[config.mk]
export PLATFORM = sky130hd
export DESIGN_NAME = load_value_verifier
export DESIGN_NICKNAME = d
export VERILOG_FILES = /design/src/rtl/load_value_verifier_pkg.sv /design/src/rtl/value_pred_fifo.sv /design/src/rtl/load_value_verifier.sv
export SDC_FILE = /design/constraint.sdc
export NUM_CORES = 1
export LEC_CHECK = 0
export CAP_MARGIN = 10
export CELL_PAD_IN_SITES_DETAIL_PLACEMENT = 1
export CELL_PAD_IN_SITES_GLOBAL_PLACEMENT = 1
export CORE_AREA = 4 4 130 256
export DETAILED_ROUTE_END_ITERATION = 7
export DIE_AREA = 0 0 134 260
export PLACE_DENSITY = 0.85
export SLEW_MARGIN = 15
export SYNTH_ARGS = -nofsm -noshare
export SYNTH_HDL_FRONTEND = slang
export SYNTH_SLANG_ARGS = --single-unit
[constraint.sdc]
create_clock -name i_Clk -period 5.5 [get_ports i_Clk]
set_input_delay 1.1 -clock i_Clk [delete_from_list [all_inputs] [get_ports i_Clk]]
set_output_delay 1.1 -clock i_Clk [all_outputs]
set_load 0.01 [all_outputs]
[src/rtl/load_value_verifier_pkg.sv]
// rtl/load_value_verifier_pkg.sv - shared widths and state encodings for the load value verifier
package load_value_verifier_pkg;

  localparam int LVV_ADDRESS_WIDTH    = 32;
  localparam int LVV_CHECKPOINT_WIDTH = 2;
  localparam int LVV_DATA_WIDTH       = 32;
  localparam int LVV_REG_ADDR_WIDTH   = 5;
  localparam int LVV_FREE_LIST_WIDTH  = 6;
  localparam int LVV_DEPTH            = 4;
  localparam int LVV_RECOVER_CYCLES   = 2;

  typedef enum logic [1:0] {
    LVV_IDLE    = 2'd0,
    LVV_RUN     = 2'd1,
    LVV_RECOVER = 2'd2
  } lvv_state_t;

endpackage

[src/rtl/value_pred_fifo.sv]
// rtl/value_pred_fifo.sv - in-order storage for outstanding predicted loads
module value_pred_fifo
  import load_value_verifier_pkg::*;
#(
  parameter int WIDTH = 8,
  parameter int DEPTH = LVV_DEPTH
) (
  input  logic                       i_Clk,
  input  logic                       i_Reset,
  input  logic                       i_Push,
  input  logic                       i_Pop,
  input  logic                       i_Flush,
  input  logic [WIDTH-1:0]           i_Push_Data,
  output logic [WIDTH-1:0]           o_Head_Data,
  output logic [$clog2(DEPTH):0]     o_Count,
  output logic                       o_Full,
  output logic                       o_Empty
);

  localparam int PW = $clog2(DEPTH);

  logic [WIDTH-1:0] mem [DEPTH];
  logic [PW-1:0]    wr_ptr;
  logic [PW-1:0]    rd_ptr;
  logic             push_ok;
  logic             pop_ok;

  assign o_Full      = (o_Count == (PW+1)'(DEPTH));
  assign o_Empty     = (o_Count == '0);
  assign push_ok     = i_Push && !o_Full;
  assign pop_ok      = i_Pop && !o_Empty;
  assign o_Head_Data = mem[rd_ptr];

  // Entry storage has no reset; validity is tracked by the count.
  always_ff @(posedge i_Clk) begin
    if (push_ok) mem[wr_ptr] <= i_Push_Data;
  end

  // Pointers wrap modulo DEPTH; a flush discards everything including a same-cycle push.
  always_ff @(posedge i_Clk) begin
    if (i_Reset || i_Flush) begin
      wr_ptr  <= '0;
      rd_ptr  <= '0;
      o_Count <= '0;
    end else begin
      if (push_ok) wr_ptr <= wr_ptr + 1'b1;
      if (pop_ok)  rd_ptr <= rd_ptr + 1'b1;
      case ({push_ok, pop_ok})
        2'b10:   o_Count <= o_Count + 1'b1;
        2'b01:   o_Count <= o_Count - 1'b1;
        default: o_Count <= o_Count;
      endcase
    end
  end

endmodule

[src/rtl/load_value_verifier.sv]
// rtl/load_value_verifier.sv - checks load completions against predictions and requests recovery
module load_value_verifier
  import load_value_verifier_pkg::*;
#(
  parameter int ADDRESS_WIDTH    = LVV_ADDRESS_WIDTH,
  parameter int CHECKPOINT_WIDTH = LVV_CHECKPOINT_WIDTH,
  parameter int DATA_WIDTH       = LVV_DATA_WIDTH,
  parameter int REG_ADDR_WIDTH   = LVV_REG_ADDR_WIDTH,
  parameter int FREE_LIST_WIDTH  = LVV_FREE_LIST_WIDTH,
  parameter int DEPTH            = LVV_DEPTH,
  parameter int RECOVER_CYCLES   = LVV_RECOVER_CYCLES
) (
  input  logic                        i_Clk,
  input  logic                        i_Reset,
  input  logic                        i_Issue_Valid,
  input  logic [ADDRESS_WIDTH-1:0]    i_Issue_PC,
  input  logic [CHECKPOINT_WIDTH-1:0] i_Issue_Checkpoint,
  input  logic [DATA_WIDTH-1:0]       i_Issue_Predicted_Data,
  input  logic [REG_ADDR_WIDTH:0]     i_Issue_PWrite_Addr,
  input  logic [FREE_LIST_WIDTH-1:0]  i_Issue_Active_List_Index,
  output logic                        o_Issue_Ready,
  input  logic                        i_Mem_Done,
  input  logic [DATA_WIDTH-1:0]       i_Mem_Data,
  output logic                        o_Verify_Valid,
  output logic                        o_Verify_Correct,
  output logic [DATA_WIDTH-1:0]       o_Verify_Data,
  output logic [REG_ADDR_WIDTH:0]     o_Verify_PWrite_Addr,
  output logic [FREE_LIST_WIDTH-1:0]  o_Verify_Active_List_Index,
  output logic                        o_Recover,
  output logic [ADDRESS_WIDTH-1:0]    o_Recover_PC,
  output logic [CHECKPOINT_WIDTH-1:0] o_Recover_Checkpoint,
  output logic [$clog2(DEPTH):0]      o_Outstanding,
  output logic                        o_Underflow
);

  localparam int CW  = $clog2(DEPTH) + 1;
  localparam int RCW = $clog2(RECOVER_CYCLES + 1);
  localparam int EW  = ADDRESS_WIDTH + CHECKPOINT_WIDTH + DATA_WIDTH
                     + REG_ADDR_WIDTH + 1 + FREE_LIST_WIDTH;

  lvv_state_t state;
  logic [RCW-1:0] rec_cnt;

  logic [EW-1:0]               head_entry;
  logic [ADDRESS_WIDTH-1:0]    head_pc;
  logic [CHECKPOINT_WIDTH-1:0] head_ckpt;
  logic [DATA_WIDTH-1:0]       head_pred;
  logic [REG_ADDR_WIDTH:0]     head_paddr;
  logic [FREE_LIST_WIDTH-1:0]  head_ali;
  logic                        fifo_full;
  logic                        fifo_empty;
  logic                        issue_fire;
  logic                        done_fire;
  logic                        mispredict;
  logic                        pop_ok;
  logic [CW-1:0]               next_count;

  assign {head_pc, head_ckpt, head_pred, head_paddr, head_ali} = head_entry;

  // Ready uses pre-pop occupancy, so a full FIFO never takes an issue even when it pops.
  assign o_Issue_Ready = !fifo_full && (state != LVV_RECOVER);
  assign issue_fire    = i_Issue_Valid && o_Issue_Ready;
  assign done_fire     = i_Mem_Done && !fifo_empty && (state != LVV_RECOVER);
  assign mispredict    = done_fire && (head_pred != i_Mem_Data);
  assign pop_ok        = done_fire && !mispredict;
  assign next_count    = o_Outstanding + CW'(issue_fire) - CW'(pop_ok);

  value_pred_fifo #(
    .WIDTH (EW),
    .DEPTH (DEPTH)
  ) u_fifo (
    .i_Clk       (i_Clk),
    .i_Reset     (i_Reset),
    .i_Push      (issue_fire),
    .i_Pop       (pop_ok),
    .i_Flush     (mispredict),
    .i_Push_Data ({i_Issue_PC, i_Issue_Checkpoint, i_Issue_Predicted_Data,
                   i_Issue_PWrite_Addr, i_Issue_Active_List_Index}),
    .o_Head_Data (head_entry),
    .o_Count     (o_Outstanding),
    .o_Full      (fifo_full),
    .o_Empty     (fifo_empty)
  );

  // Control FSM with registered verify, recover and underflow outputs.
  always_ff @(posedge i_Clk) begin
    if (i_Reset) begin
      state                      <= LVV_IDLE;
      rec_cnt                    <= '0;
      o_Verify_Valid             <= 1'b0;
      o_Verify_Correct           <= 1'b0;
      o_Verify_Data              <= '0;
      o_Verify_PWrite_Addr       <= '0;
      o_Verify_Active_List_Index <= '0;
      o_Recover                  <= 1'b0;
      o_Recover_PC               <= '0;
      o_Recover_Checkpoint       <= '0;
      o_Underflow                <= 1'b0;
    end else begin
      o_Verify_Valid <= done_fire;
      if (done_fire) begin
        o_Verify_Correct           <= !mispredict;
        o_Verify_Data              <= i_Mem_Data;
        o_Verify_PWrite_Addr       <= head_paddr;
        o_Verify_Active_List_Index <= head_ali;
      end
      if (i_Mem_Done && fifo_empty && (state != LVV_RECOVER)) o_Underflow <= 1'b1;

      case (state)
        LVV_RECOVER: begin
          if (rec_cnt == RCW'(1)) begin
            o_Recover <= 1'b0;
            rec_cnt   <= '0;
            state     <= LVV_IDLE;
          end else begin
            rec_cnt <= rec_cnt - 1'b1;
          end
        end
        default: begin
          if (mispredict) begin
            o_Recover            <= 1'b1;
            o_Recover_PC         <= head_pc;
            o_Recover_Checkpoint <= head_ckpt;
            rec_cnt              <= RCW'(RECOVER_CYCLES);
            state                <= LVV_RECOVER;
          end else begin
            state <= (next_count == '0) ? LVV_IDLE : LVV_RUN;
          end
        end
      endcase
    end
  end

endmodule

==> results.cfg <==
[layout]
areaGrowthSynthToFinish_pct = 23.0
final_common_cell = edfxtp_1
fillers = 2805
drive_gt1_frac = 0.140
mostFrequentLayoutCells = edfxtp_1, clkdlybuf4s50_1, nand2_1, dfxtp_1, mux4_2
final_nets = 1208

[timing]
timing.slew.headroom = 0.308
setup_tns_ns = 0
timing.hold.ws_ns = 0.452
rsz0062_at_grt = no
fin_crit_sh = 0.798
max_freq_mhz = 228
min_period_ns = 4.39
skew_ns = 0.0236
hold_violations = 0
setup_viol = 0
slew_violations = 0
tightest_slew_ns = 1.04

[floorplan]
ioPinCount = 200
dieArea_um2 = 34800
core_um2 = 31400
start_util = 0.491
row_count = 92
die_y_um = 260
die_w_um = 134

[yosys]
synth-edff-count = 312
synthArstFlopShare = 0
yosys_warnings = 0
syn_inst = 883
syn_nets = 1007
synth.distinct_cells = 34
synth_area_um2 = 15400
synth_seq_cells = 407
syn_area_per_cell_um2 = 17.5
synth_top_area_share = 0.607
synth_area_leaders = edfxtp_1, dfxtp_1, mux4_2, nand2b_1, mux2i_1
yosysTopAreaCell = edfxtp_1
synth_ff_type = edfxtp_1
seq_area_frac_synth = 0.730

[critical_path]
crit_fanout = 44
path_cells = mux4_2 > xnor2_1 > nand4_1 > nor4_2 > nand3_1 > inv_1 > ha_1 > inv_1 > ha_1 > fa_1 > xnor2_1 > xnor2_1 > nor3_1 > nor4_1
crit_path_end_kind = register
cp_common_cell = xnor2_1
cp.arrival_ns = 4.80
slowest_stage = dfxtp_4
slowest_delay_ns = 0.97
worstSetupPathType = reg2reg
worst_setup_path_start_kind = register
worstPathRequired_ns = 5.91

[outcome]
outcome = complete, no violations

[global_routing]
gr-total-overflow = 0
grt_start_max_net_pins = 87
grt_usage = 0.212
antenna_found_initial = 1
grt_pass1_wl_mm = 55.8
grt_pass1_vias = 9634

[clocking]
cts.repair.resized = 0
cts_setup_buffers = 0
hold_buffers = 0
clk_pin_slew_ns = 0.06
cts-buffers-inserted = 36
htreeDepth = 2
clockBufferDepth = 3
cts_tree = yes
clock-root-buffer = clkbuf_16
insertion_delay_ns = 0.53
clock_sinks = 407

[worst_hold_path]
hp-start = o_Verify_Data[1]$_SDFFE_PP0P_
hold_class = reg2reg

[routing]
vias_per_cell = 5.39
antenna_left = 0
drt_drc_violations_left = 0
drt_iter0_markers = 428
wl_per_cell_um = 23.5
wl_mm = 36.1
drtPass1Iterations = 4
dr_total_vias = 8275

[power_and_ir_drop]
powerDensity_nw_per_um2 = 368
p_leak_nw = 6.22
vdd_drop_max_mv = 0.430

[placement]
place_hpwl_mm = 22.6
numPortBuffers = 199
gp_congestion = 0.745

[run]
maxCapViolCount = 0
## state kept, by name (all words and copies together), names as in the netlist, named ones only
| name | flops |
|---|---|
| state | 2 |
| u_fifo.o_Count | 3 |
| u_fifo.mem | 312 |
| o_Verify_Active_List_Index | 6 |
| o_Recover_Checkpoint | 2 |
| u_fifo.rd_ptr | 2 |
| o_Verify_Correct | 1 |
| o_Recover_PC | 32 |
| o_Verify_Valid | 1 |
| u_fifo.wr_ptr | 2 |
| o_Verify_Data | 32 |
| o_Underflow | 1 |
| o_Recover | 1 |
| o_Verify_PWrite_Addr | 6 |
| rec_cnt | 2 |
## layer usage
metal  global-route usage  wire length [um]  vias up
met1                0.227             12700     4282
met4               0.0764              1170        0
met5                    0                 0        -
li1                     -                 -     3739
met2                0.412             20700      193
met3               0.0366              1500       61
## worst max-delay path: cells and delay by family, from the launching register on
kind | cells | cell delay, ns
buf+inv | 2 | 0.15
fa+ha+maj | 3 | 0.74
xor+xnor | 3 | 0.58
flops | 1 | 0.97
mux | 1 | 0.61
simple gates | 5 | 1.20
## Yosys cell counts (4+ instances only)
cell      number
mux2i_1       35
and3_1         4
nor3_1         7
nand2_1       93
dfxtp_1       95
nand2b_1      70
xnor2_1       36
clkbuf_1      32
nor2_1         6
mux4_2        78
inv_1         11
ha_1           8
a21oi_1       50
edfxtp_1     312
nand4_1        8
buf_2          8
buf_6          6
## stage by stage
step / setup WS [ns] / instances / util / total power, W / area (um^2)
2_1_floorplan: 2.08 / 883 / - / 0.00416 / 15400
3_3_place_gp: 1.15 / 1469 / 0.568 / 0.00453 / 17800
3_5_place_dp: 1.02 / 1469 / 0.568 / 0.00458 / 17800
4_1_cts: 0.938 / 1533 / 0.605 / 0.00708 / 19000
5_1_grt: 0.640 / 1534 / 0.605 / 0.00727 / 19000
6_report: 1.11 / 1534 / 0.605 / 0.00698 / 19000
## path summary, 6_finish.rpt
| kind | to | slack (ns) | cells past startpoint |
|---|---|---|---|
| max | state[0]$_SDFFE_PP0P_ | 1.11 | 14 |
| min | o_Verify_Data[1]$_SDFFE_PP0P_ | 0.45 | 2 |
| max reg2reg | state[0]$_SDFFE_PP0P_ | 1.11 | 14 |
| min reg2reg | o_Verify_Data[1]$_SDFFE_PP0P_ | 0.45 | 2 |
## final cells by class
cell class	instances	area, um^2	share of cell area
inverter	11	41.3	0.00217
clock buffer	51	1040	0.0547
antenna	1	2.50	0.000132
tap	423	529	0.0279
timing repair buffer	210	2070	0.109
sequential	407	11300	0.594
clock inverter	13	115	0.00606
multi-input combinational	418	3920	0.206
## kinds of logic after synthesis
kind of cell             synth area share
multiplexers                        0.136
flip-flops                          0.730
AO/OA/AOI/OAI                      0.0201
AND/OR/NAND/NOR                    0.0650
XOR/XNOR                           0.0216
adder cells (fa/ha/maj)           0.00908
buffers and inverters              0.0179
## power by group
part	switching [W]	internal (W)
combinational	0.000446	0.000384
clock	0.00107	0.00141
sequential	0.0000862	0.00359
total	0.00160	0.00538
No activity file was read; power rests on OpenSTA's default activity.
